`src/rtl/snoop_bus_controller.sv`:
```
// MESI bus responder: round-robin arbitration, snoop broadcast, fill from memory or an aborting owner.
// Ack latency after grant is 1 (write-back), 3 (invalidate/abort) or 4 (memory read); losers hold req until granted.
module snoop_bus_controller #(
  parameter int NPROC  = 3,
  parameter int ADDR_W = 5,
  parameter int DATA_W = 8
) (
  input  logic                    clock,
  input  logic                    reset,
  input  logic [NPROC-1:0]        req,
  input  logic [2*NPROC-1:0]      req_op,
  input  logic [ADDR_W*NPROC-1:0] req_addr,
  input  logic [DATA_W*NPROC-1:0] req_data,
  output logic [NPROC-1:0]        ack,
  output logic [DATA_W-1:0]       rdata,
  output logic                    rshared,
  output logic                    snoop_valid,
  output logic [1:0]              snoop_op,
  output logic [ADDR_W-1:0]       snoop_addr,
  output logic [NPROC-1:0]        snoop_src,
  input  logic [NPROC-1:0]        snoop_hit,
  input  logic [NPROC-1:0]        snoop_abort,
  input  logic [DATA_W*NPROC-1:0] snoop_data,
  output logic                    busy
);

  localparam int IDX_W = (NPROC > 1) ? $clog2(NPROC) : 1;

  localparam logic [1:0] OP_RD  = 2'd0;
  localparam logic [1:0] OP_INV = 2'd2;
  localparam logic [1:0] OP_WB  = 2'd3;

  typedef enum logic [2:0] {
    S_IDLE, S_SNOOP, S_COLLECT, S_MEMRD, S_DONE
  } state_t;

  state_t             state;
  logic [IDX_W-1:0]   last_grant;
  logic [IDX_W-1:0]   win_q;
  logic [DATA_W-1:0]  mem [2**ADDR_W];

  logic               found;
  logic [IDX_W-1:0]   win_idx;
  logic [1:0]         win_op;
  logic [ADDR_W-1:0]  win_addr;
  logic [DATA_W-1:0]  win_data;
  logic [NPROC-1:0]   win_onehot;
  logic [NPROC-1:0]   hit_m;
  logic [NPROC-1:0]   abort_m;
  logic               abort_any;
  logic               abort_found;
  logic [DATA_W-1:0]  abort_dat;
  logic               mem_we;
  logic [ADDR_W-1:0]  mem_waddr;
  logic [DATA_W-1:0]  mem_wdata;

  // Round-robin: search starts one past the last granted processor.
  always_comb begin
    found   = 1'b0;
    win_idx = '0;
    for (int k = 1; k <= NPROC; k++) begin
      if (!found && req[(int'(last_grant) + k) % NPROC]) begin
        found   = 1'b1;
        win_idx = IDX_W'((int'(last_grant) + k) % NPROC);
      end
    end
    win_op     = req_op[2*int'(win_idx) +: 2];
    win_addr   = req_addr[ADDR_W*int'(win_idx) +: ADDR_W];
    win_data   = req_data[DATA_W*int'(win_idx) +: DATA_W];
    win_onehot = NPROC'(1) << win_idx;
  end

  // The requester's own snoop response is masked out; lowest-index owner supplies data.
  always_comb begin
    hit_m       = snoop_hit & ~snoop_src;
    abort_m     = snoop_abort & ~snoop_src;
    abort_any   = |abort_m;
    abort_found = 1'b0;
    abort_dat   = '0;
    for (int i = 0; i < NPROC; i++) begin
      if (!abort_found && abort_m[i]) begin
        abort_found = 1'b1;
        abort_dat   = snoop_data[DATA_W*i +: DATA_W];
      end
    end
  end

  always_comb begin
    mem_we    = 1'b0;
    mem_waddr = win_addr;
    mem_wdata = win_data;
    if (state == S_IDLE && found && win_op == OP_WB) begin
      mem_we = 1'b1;
    end else if (state == S_COLLECT && snoop_op != OP_INV && abort_any) begin
      mem_we    = 1'b1;
      mem_waddr = snoop_addr;
      mem_wdata = abort_dat;
    end
  end

  always_ff @(posedge clock) begin
    if (mem_we && !reset) mem[mem_waddr] <= mem_wdata;
  end

  always_ff @(posedge clock) begin
    if (reset) begin
      state       <= S_IDLE;
      last_grant  <= IDX_W'(NPROC-1);
      win_q       <= '0;
      ack         <= '0;
      rdata       <= '0;
      rshared     <= 1'b0;
      snoop_valid <= 1'b0;
      snoop_op    <= '0;
      snoop_addr  <= '0;
      snoop_src   <= '0;
      busy        <= 1'b0;
    end else begin
      snoop_valid <= 1'b0;
      ack         <= '0;
      case (state)
        S_IDLE: begin
          if (found) begin
            win_q      <= win_idx;
            snoop_op   <= win_op;
            snoop_addr <= win_addr;
            snoop_src  <= win_onehot;
            rshared    <= 1'b0;
            busy       <= 1'b1;
            if (win_op == OP_WB) begin
              ack   <= win_onehot;
              state <= S_DONE;
            end else begin
              snoop_valid <= 1'b1;
              state       <= S_SNOOP;
            end
          end
        end
        S_SNOOP: state <= S_COLLECT;
        S_COLLECT: begin
          if (snoop_op == OP_INV) begin
            ack   <= snoop_src;
            state <= S_DONE;
          end else begin
            rshared <= (snoop_op == OP_RD) && ((|hit_m) || abort_any);
            if (abort_any) begin
              rdata <= abort_dat;
              ack   <= snoop_src;
              state <= S_DONE;
            end else begin
              state <= S_MEMRD;
            end
          end
        end
        S_MEMRD: begin
          rdata <= mem[snoop_addr];
          ack   <= snoop_src;
          state <= S_DONE;
        end
        S_DONE: begin
          last_grant <= win_q;
          busy       <= 1'b0;
          state      <= S_IDLE;
        end
        default: state <= S_IDLE;
      endcase
    end
  end

endmodule

```
`config.mk`:
```
export PLATFORM = sky130hd
export DESIGN_NAME = snoop_bus_controller
export DESIGN_NICKNAME = d
export VERILOG_FILES = /design/src/rtl/snoop_bus_controller.sv
export SDC_FILE = /design/constraint.sdc
export NUM_CORES = 1
export LEC_CHECK = 0
export BUFFER_PORTS_ARGS = -buffer_cell sky130_fd_sc_hd__buf_2
export CAP_MARGIN = 30
export CORE_ASPECT_RATIO = 2
export CORE_MARGIN = 2
export CORE_UTILIZATION = 45
export CTS_CLUSTER_DIAMETER = 60
export DETAILED_ROUTE_END_ITERATION = 16
export SKIP_LAST_GASP = 1
export SYNTH_ARGS = -nofsm -noshare
export SYNTH_HDL_FRONTEND = slang
export SYNTH_SLANG_ARGS = --single-unit
export TNS_END_PERCENT = 20
```
`constraint.sdc`:
```
create_clock -name clock -period 4.6 [get_ports clock]
set_input_delay 0.23 -clock clock [delete_from_list [all_inputs] [get_ports clock]]
set_output_delay 0.23 -clock clock [all_outputs]
set_load 0.01 [all_outputs]
```
* Yosys cells after proc, flatten, opt, wreduce, memory -nomap -nowiden *
Memory sizes are Yosys's and may differ from the RTL's. A register that Yosys moved wholly into a read port is not among the register bits.
Cells that the tools add are included.

cells by class
  add/sub/neg operators = 3
  multipliers = 1
  divide/modulo/power cells = 3
  $lt $le $gt $ge = 3
  equality and inequality tests = 10
  shift operators = 4
  mux-type cells = 49
  bitwise operators = 5
  reductions and logical operators = 28

operators with widths
  operator                                             number
  < comparator 32 x 4 -> 1 bit, second input constant  3
  modulo 32 x 3 -> 32 bit, second input constant       3
  2-to-1 mux 8 bit                                     7
  2-to-1 mux 3 bit                                     8
  indexed part select 24 x 6 -> 8 bit                  1
  2-to-1 mux 5 bit                                     4
  2-to-1 mux 1 bit                                     19
  one-hot mux 8 bit (2 select lines)                   1
  indexed part select 15 x 6 -> 5 bit                  1
  one-hot mux 3 bit (4 select lines)                   1
  logical AND 1 bit                                    10
  one-hot mux 3 bit (3 select lines)                   1
  OR reduction 3 bit                                   3
  inequality test 2 bit, second input constant         4
  adder 2 x 2 -> 3 bit, second input constant          2
  AND 3 bit                                            2
  binary-select mux 1 bit (select 2 bit)               3
  == test 3 x 2 -> 1 bit, second input constant        2
  2-to-1 mux 2 bit                                     3
  AND reduction 3 bit                                  2
  nonzero test 2 bit                                   3
  indexed part select 6 x 4 -> 2 bit                   1
  logical NOT 1 bit                                    5
  multiplier 3 x 2 -> 5 bit, first input constant      1
  other kinds (12)                                     16

word-level totals
  register bits after elaboration = 31
  memory bits (writable) = 256
  bits of input ports = 80
  word-level logic and storage cells = 118
  memories = 1

memories
  memory  words  width  rd ports  clocked after Yosys merged registers in  write ports  RTL line  text
  mem     32     8      1         1                                        1            40        logic [DATA_W-1:0] mem [2**ADDR_W];

* Depth between registers and ports, before layout *
Gate-level depths: netlist of run 1.

  depth after elaboration = 19
  gate-level depth with buffers = 13
  mapped depth without buffers = 10

* Worst setup path after synthesis of run 1 *
No wires, ideal clock.

  path kind = flip-flop to flip-flop
  start point = register last_grant[1]
  end point = memory mem[17][0], enable pin
  arrival = 3.307 ns
  required time = 4.217 ns
  slack = 0.909 ns
  stages on the path, launching flop included = 13
  path buffers = 2
  period minus slack after synthesis = 3.691 ns
  cells stage by stage = dfxtp_1 > inv_1 > ha_1 > buf_6 > mux2_4 > and2_4 > a211oi_2 > or2_1 > buf_6 > a22oi_2 > a311oi_4 > o211ai_4 > nor3_1

between the ends
  cells in the longest elaborated chain, start to end = 19

ends and longest elaborated chain
  item                                                              RTL line  text
  from (decl)                                                       38        logic [IDX_W-1:0] last_grant;
  from (signal assigned)                                            108       last_grant <= IDX_W'(NPROC-1);
  from (signal assigned)                                            161       last_grant <= win_q;
  branches (longest 19 deep; another with modulo 32 x 3 -> 32 bit)  --
  to (decl)                                                         40

Parallel ways; which one is timed is not known. The select of a mux whose other input is x is not followed.

* Worst setup path after layout of run 1 *
  start point = register last_grant[0]
  end point = memory mem[30][1], enable pin

Same word-level chain as after synthesis.

==> results of run 1 <==
[critical path, cell delays in order, from the launching register on]
cell	delay, ns
dfxtp_1	0.37
inv_1	0.09
ha_1	0.43
nand3b_1	0.32
o21ai_0	0.25
a211oi_4	0.45
or2_1	0.45
a22oi_2	0.16
a311oi_4	0.63
nand3_2	0.38
nor2_1	0.20
buf_4	0.19
[worst max path at each step]
stage / endpoint / start / depth (start not counted) / slack [ns]
2_1_floorplan: mem[17][0] / last_grant[1] / 12 / 0.91
5_1_grt: mem[10][5] / last_grant[0] / 11 / 0.08
6_report: mem[30][1] / last_grant[0] / 11 / 0.38
3_5_place_dp: mem[30][4] / last_grant[0] / 11 / 0.37
3_3_place_gp: mem[23][0] / last_grant[0] / 11 / 0.49
4_1_cts: mem[9][6] / last_grant[0] / 11 / 0.33
[metal layers]
layer / share of wire, % / vias up
met3: 3.1 / 69
li1: - / 3245
met1: 33 / 3682
met5: 0 / -
met4: 6.2 / 0
met2: 58 / 218
[cell families after synthesis]
logic type	Yosys count
fa+ha+maj	4
mux	101
buf+inv	51
compound gates	104
flops	292
simple gates	186
[state kept, by name (all words and copies together) (netlist names), named ones only]
signal,cells
win_q,2
busy,1
snoop_valid,1
snoop_addr,5
ack,3
state,3
last_grant,2
mem,256
snoop_src,3
rshared,1
rdata,8
snoop_op,2
[per-stage QoR]
stage | cell area, µm² | std cells | utilization, % | hold slack (ns) | worst slack, ns
CTS | 14300 | 1239 | 53.0 | 0.114 | 0.331
floorplan | 12300 | 738 | - | 0.457 | 0.909
global route | 14300 | 1239 | 53.1 | 0.168 | 0.0751
finish | 14300 | 1239 | 53.1 | 0.130 | 0.382
global placement | 13500 | 1194 | 50.2 | 0.482 | 0.487
detailed placement | 13500 | 1195 | 50.3 | 0.500 | 0.372
[layout make-up]
class | instances | area share, %
Sequential cell | 292 | 58.9
Multi-Input combinational cell | 395 | 26.3
Timing Repair Buffer | 149 | 6.26
Clock buffer | 29 | 4.49
Tap cell | 348 | 3.05
Clock inverter | 15 | 0.710
Inverter | 11 | 0.289
[layout by cell type (no fill, tap or decap), types with 8 or more instances in the layout]
cell and n:
a21oi_1 23, a222oi_1 9, a31oi_1 9, buf_2 103
buf_4 44, clkbuf_16 25, dfxtp_1 34, edfxtp_1 256
inv_1 11, mux2i_1 17, mux4_2 80, nand2_1 46
nand2b_1 9, nand3_1 14, nor2_1 67, nor3_1 16
o211ai_1 8, o21ai_0 20, o21ai_2 8
[what timing repair did]
item,CTS,global route
setup endpoints to repair,0,8
gates resized for setup,0,1
hold buffers,0,0
setup buffers,0,0
[report_power, final]
group	switching (mW)	leakage, nW	internal (mW)
sequential	0.202	2.60	3.37
clock	0.917	0.356	1.01
combinational	1.60	1.83	1.03
total	2.72	4.78	5.40
==> results.json, run 1 <==
{
  "status": "complete, no violations",
  "ys_ff_latch": 292,
  "viasPerCell": 5.82,
  "grt_use_met2_pct": 42.9,
  "num_io_pins": 104,
  "min_period_ns": 4.22,
  "maxCapViolations": 0,
  "cts_num_sinks": 292,
  "hold_viol": 0,
  "postSynthAreaPerCell_um2": 16.7,
  "insertedDiodeCount": 0,
  "yosys.area_share.xor_xnor_pct": 0,
  "totalPowerFinal_mw": 8.12,
  "grt_pass1_wl_mm": 46.1,
  "min_path_cells": 5,
  "start_kind": "flip-flop",
  "muxShareOfSynthArea_pct": 16.4,
  "grt_pass1_vias": 7617,
  "dr_total_vias": 7214,
  "firstDrtPassIters": 5,
  "drt_iter0_markers": 576,
  "crit_fanout": 12,
  "drc": 0,
  "insertion_delay_ns": 0.54,
  "yosysUniqueCellTypes": 58,
  "wl_per_cell_um": 25.1,
  "finalSetupTns_ns": 0,
  "rows": 85,
  "dp_hpwl_mm": 22.9,
  "portBuffers": 103,
  "core_region_area_mm2": 0.0269,
  "die_w_um": 121,
  "fin_crit_sh_pct": 91.7,
  "fmax_mhz": 237,
  "synthesis.area_mm2": 0.0123,
  "initial_core_util_pct": 45.8,
  "min_from": "snoop_hit[2]",
  "synth_area_leaders": "edfxtp_1 (62%), mux4_2 (15%), dfxtp_1 (5.8%)",
  "gr-usage-met3_pct": 2.34,
  "reg2reg_from": "last_grant[0]",
  "die_h_um": 238,
  "r2r_slack_ns": 0.38,
  "ys_warn_count": 0,
  "cp.required_ns": 4.83,
  "ir_drop_mv": 0.241,
  "grt_max_degree": 65,
  "leakage_nw": 4.78,
  "seqCellArea_mm2": 0.00841,
  "endpoint_kind": "flip-flop",
  "synth_common_cells": "edfxtp_1 (256), mux4_2 (80), nor2_1 (67)",
  "antenna_found_initial": 0,
  "multi_input_comb_area_mm2": 0.00375,
  "slew_violations": 0,
  "drive_above_1_share_pct": 33.0,
  "async_flop_share_pct": 0,
  "use_met1_pct": 21.2,
  "area_delta_synth_final_pct": 15.7,
  "hp-class": "in -> reg",
  "synth_top_family_by_area": "multiplexers",
  "synth_top_area_share_pct": 62.3,
  "ant_nets": 0,
  "cts_tree": "built",
  "synth_compound_area_share_pct": 5.85,
  "top_usage_layer": "met2",
  "r2r_cells": 11,
  "wirelength_mm": 31.1,
  "place.gp.congestion": 0.902,
  "relSlewSlack_pct": 33.8,
  "yosys.area_share.simple_pct": 7.45,
  "syn_inst": 738,
  "skew_ns": 0.0215,
  "grt_usage_pct": 21.8,
  "synth_seq_area_share_pct": 68.2,
  "nFillCells": 2155,
  "hold_end": "rshared",
  "r2r_end": "mem[30][1]",
  "cts_root_buf": "clkbuf_16",
  "cts_buffer_depth": 3,
  "yosys.area.top_type": "edfxtp_1",
  "clk_pin_slew_worst_paths_ns": 0.07,
  "tightest_slew_ns": 0.991,
  "numCtsBuffers": 24,
  "ys.flop_type": "edfxtp_1",
  "critPathArrivalTime_ns": 4.45,
  "critical_path_class": "reg -> reg",
  "setup_viol": 0,
  "yosysMostFrequentCell": "edfxtp_1",
  "die_area_mm2": 0.0288,
  "h-tree-depth": 1,
  "synth_adder_area_share_pct": 0.406,
  "fin_nets": 957,
  "grt.overflow.total": 0,
  "rsz0062_at_grt": "no",
  "synth_nets": 822,
  "power_density_mw_per_mm2": 569,
  "synth_edf_count": 256
}
(Power assumes the default switching activity.)
==> run 2, diff against run 1 <==
--- a/config.mk
+++ b/config.mk
@@ -12,6 +12,7 @@
 export CORE_UTILIZATION = 45
 export CTS_CLUSTER_DIAMETER = 60
 export DETAILED_ROUTE_END_ITERATION = 16
+export PLACE_DENSITY_LB_ADDON = 0.12
 export SKIP_LAST_GASP = 1
 export SYNTH_ARGS = -nofsm -noshare
 export SYNTH_HDL_FRONTEND = slang
==> run 2 against run 1 <==
Compared with the run above:
- critical path depth fell by 1
- clock skew fell by 0.0027 ns
- cell count rose by 0.24%
- wire length rose by 1.1%
- register-to-register slack got worse by 0.07 ns
- global-route usage rose by 0.12 points
- count of clock-buffer cells in the layout rose by 2
==> results.json, run 2 (synthesis gave the netlist of run 1 again) <==
{
  "wl_per_cell_um": 25.3,
  "grt_usage_pct": 22.0,
  "h-tree-depth": 1,
  "top_regs": "mem x256, rdata x8, snoop_addr x5",
  "cts_root_buf": "clkbuf_16",
  "final_area_mm2": 0.0144,
  "slew_violations": 0,
  "grt_pass1_wl_mm": 46.4,
  "cpMaxStageDelayCell": "nor2_1",
  "ir_drop_mv": 0.299,
  "die_w_um": 121,
  "core_region_area_mm2": 0.0269,
  "fin_nets": 963,
  "hold_viol": 0,
  "endpoint_kind": "flip-flop",
  "fmax_mhz": 233,
  "grt_pass1_vias": 7707,
  "crit_fanout": 12,
  "drt_iter0_markers": 582,
  "antenna_found_initial": 1,
  "grt_max_degree": 37,
  "rows": 85,
  "drc": 0,
  "rsz0062_at_grt": "yes",
  "critPathArrivalTime_ns": 4.43,
  "die_area_mm2": 0.0288,
  "numCtsBuffers": 25,
  "layout_setup_ws_ns": 0.315,
  "wirelength_mm": 31.4,
  "start_kind": "flip-flop",
  "dp_slack_ns": 0.393,
  "leakage_nw": 4.83,
  "ant_nets": 0,
  "cp_cell_sequence": "inv_1 -> ha_1 -> mux2_4 -> a221oi_1 -> a211oi_2 -> or2_1 -> o311a_1 -> o31ai_1 -> nand2b_1 -> nor2_1",
  "relSlewSlack_pct": 26.7,
  "worst_hold_slack_ns": 0.139,
  "dr_total_vias": 7266,
  "cp.required_ns": 4.74,
  "skew_ns": 0.0188,
  "tightest_slew_ns": 1.10,
  "cts_tree": "built",
  "status": "complete, no violations",
  "maxCapViolations": 0,
  "cts_num_sinks": 292,
  "initial_core_util_pct": 45.8,
  "setup_viol": 0,
  "drive_above_1_share_pct": 33.1,
  "power_density_mw_per_mm2": 580,
  "fin_crit_sh_pct": 93.2,
  "die_h_um": 238,
  "clk_pin_slew_worst_paths_ns": 0.07,
  "critical_path_class": "reg -> reg",
  "cpLargestDelayFamily": "compound AO/OA/AOI/OAI gates",
  "layout.cells.most_common": "edfxtp_1",
  "critical_path_buf_inv_count": 1,
  "viasPerCell": 5.85,
  "nFillCells": 2142,
  "num_io_pins": 104,
  "cts_buffer_depth": 3,
  "post_cts_buffers": 0,
  "firstDrtPassIters": 5,
  "largest_reg_flops": 256,
  "critPathMaxStageDelay_ns": 0.64,
  "min_period_ns": 4.29,
  "place.gp.congestion": 0.843,
  "placed_cell_area_mm2": 0.0136,
  "hp-class": "in -> reg",
  "dp_hpwl_mm": 23.2,
  "largest_register": "mem",
  "grt.overflow.total": 0,
  "portBuffers": 103,
  "final_cell_mix": "edfxtp_1 (256), buf_2 (103), mux4_2 (80), nor2_1 (66), buf_4 (48)",
  "insertion_delay_ns": 0.53,
  "area_delta_synth_final_pct": 16.4,
  "insertedDiodeCount": 0
}
==> run 2: through the flow <==
stage                     setup TNS (ns)  utilization, %  total power, mW  instances
after detailed placement               0            50.4             6.35       1200
after global routing              -0.166            53.4             8.66       1242
after global placement                 0            50.3             6.25       1198
after CTS                              0            53.4             8.40       1242
after floorplan                        0               -             5.23        738
final                                  0            53.4             8.32       1242
==> run 2: timing repair <==
item | in CTS | in global routing
setup endpoints to repair | 0 | 24
hold buffers | 0 | 0
gates resized for setup | 0 | 1
==> run 2: worst min-delay path: stages <==
cell,delay [ns]
buf_2,0.11
nand2_1,0.05
a311oi_1,0.08
a21oi_1,0.11
nor2_1,0.04
==> run 2: routing by layer <==
layer / GRT usage (%) / vias to the layer above / wire [µm]
met5: 0 / - / 0
met3: 2.25 / 73 / 1260
li1: - / 3245 / -
met2: 44.0 / 258 / 18100
met1: 21.3 / 3690 / 10400
met4: 11.2 / 0 / 1660
==> run 2: area by class of cell <==
type | instances | area [µm²] | share of cell area, %
well taps | 348 | 435 | 3.03
inverters | 11 | 41.3 | 0.288
flip-flops and latches | 292 | 8410 | 58.6
multi-input cells | 395 | 3740 | 26.1
repair buffers | 154 | 938 | 6.53
clock buffers | 31 | 648 | 4.51
clock inverters | 11 | 140 | 0.976
==> run 2: report_power, final <==
group / leakage, nW / switching [mW] / internal [mW]
clock network: 0.381 / 0.905 / 1.17
registers: 2.60 / 0.250 / 3.37
logic: 1.85 / 1.58 / 1.06
total: 4.83 / 2.73 / 5.59
==> run 2: final timing paths <==
path                  from           to  slack, ns  depth (start not counted)
max          last_grant[1]    mem[9][1]       0.31                         10
min reg2reg        rshared      rshared       0.53                          2
min              req_op[1]  snoop_op[1]       0.14                          5
max reg2reg  last_grant[1]    mem[9][1]       0.31                         10
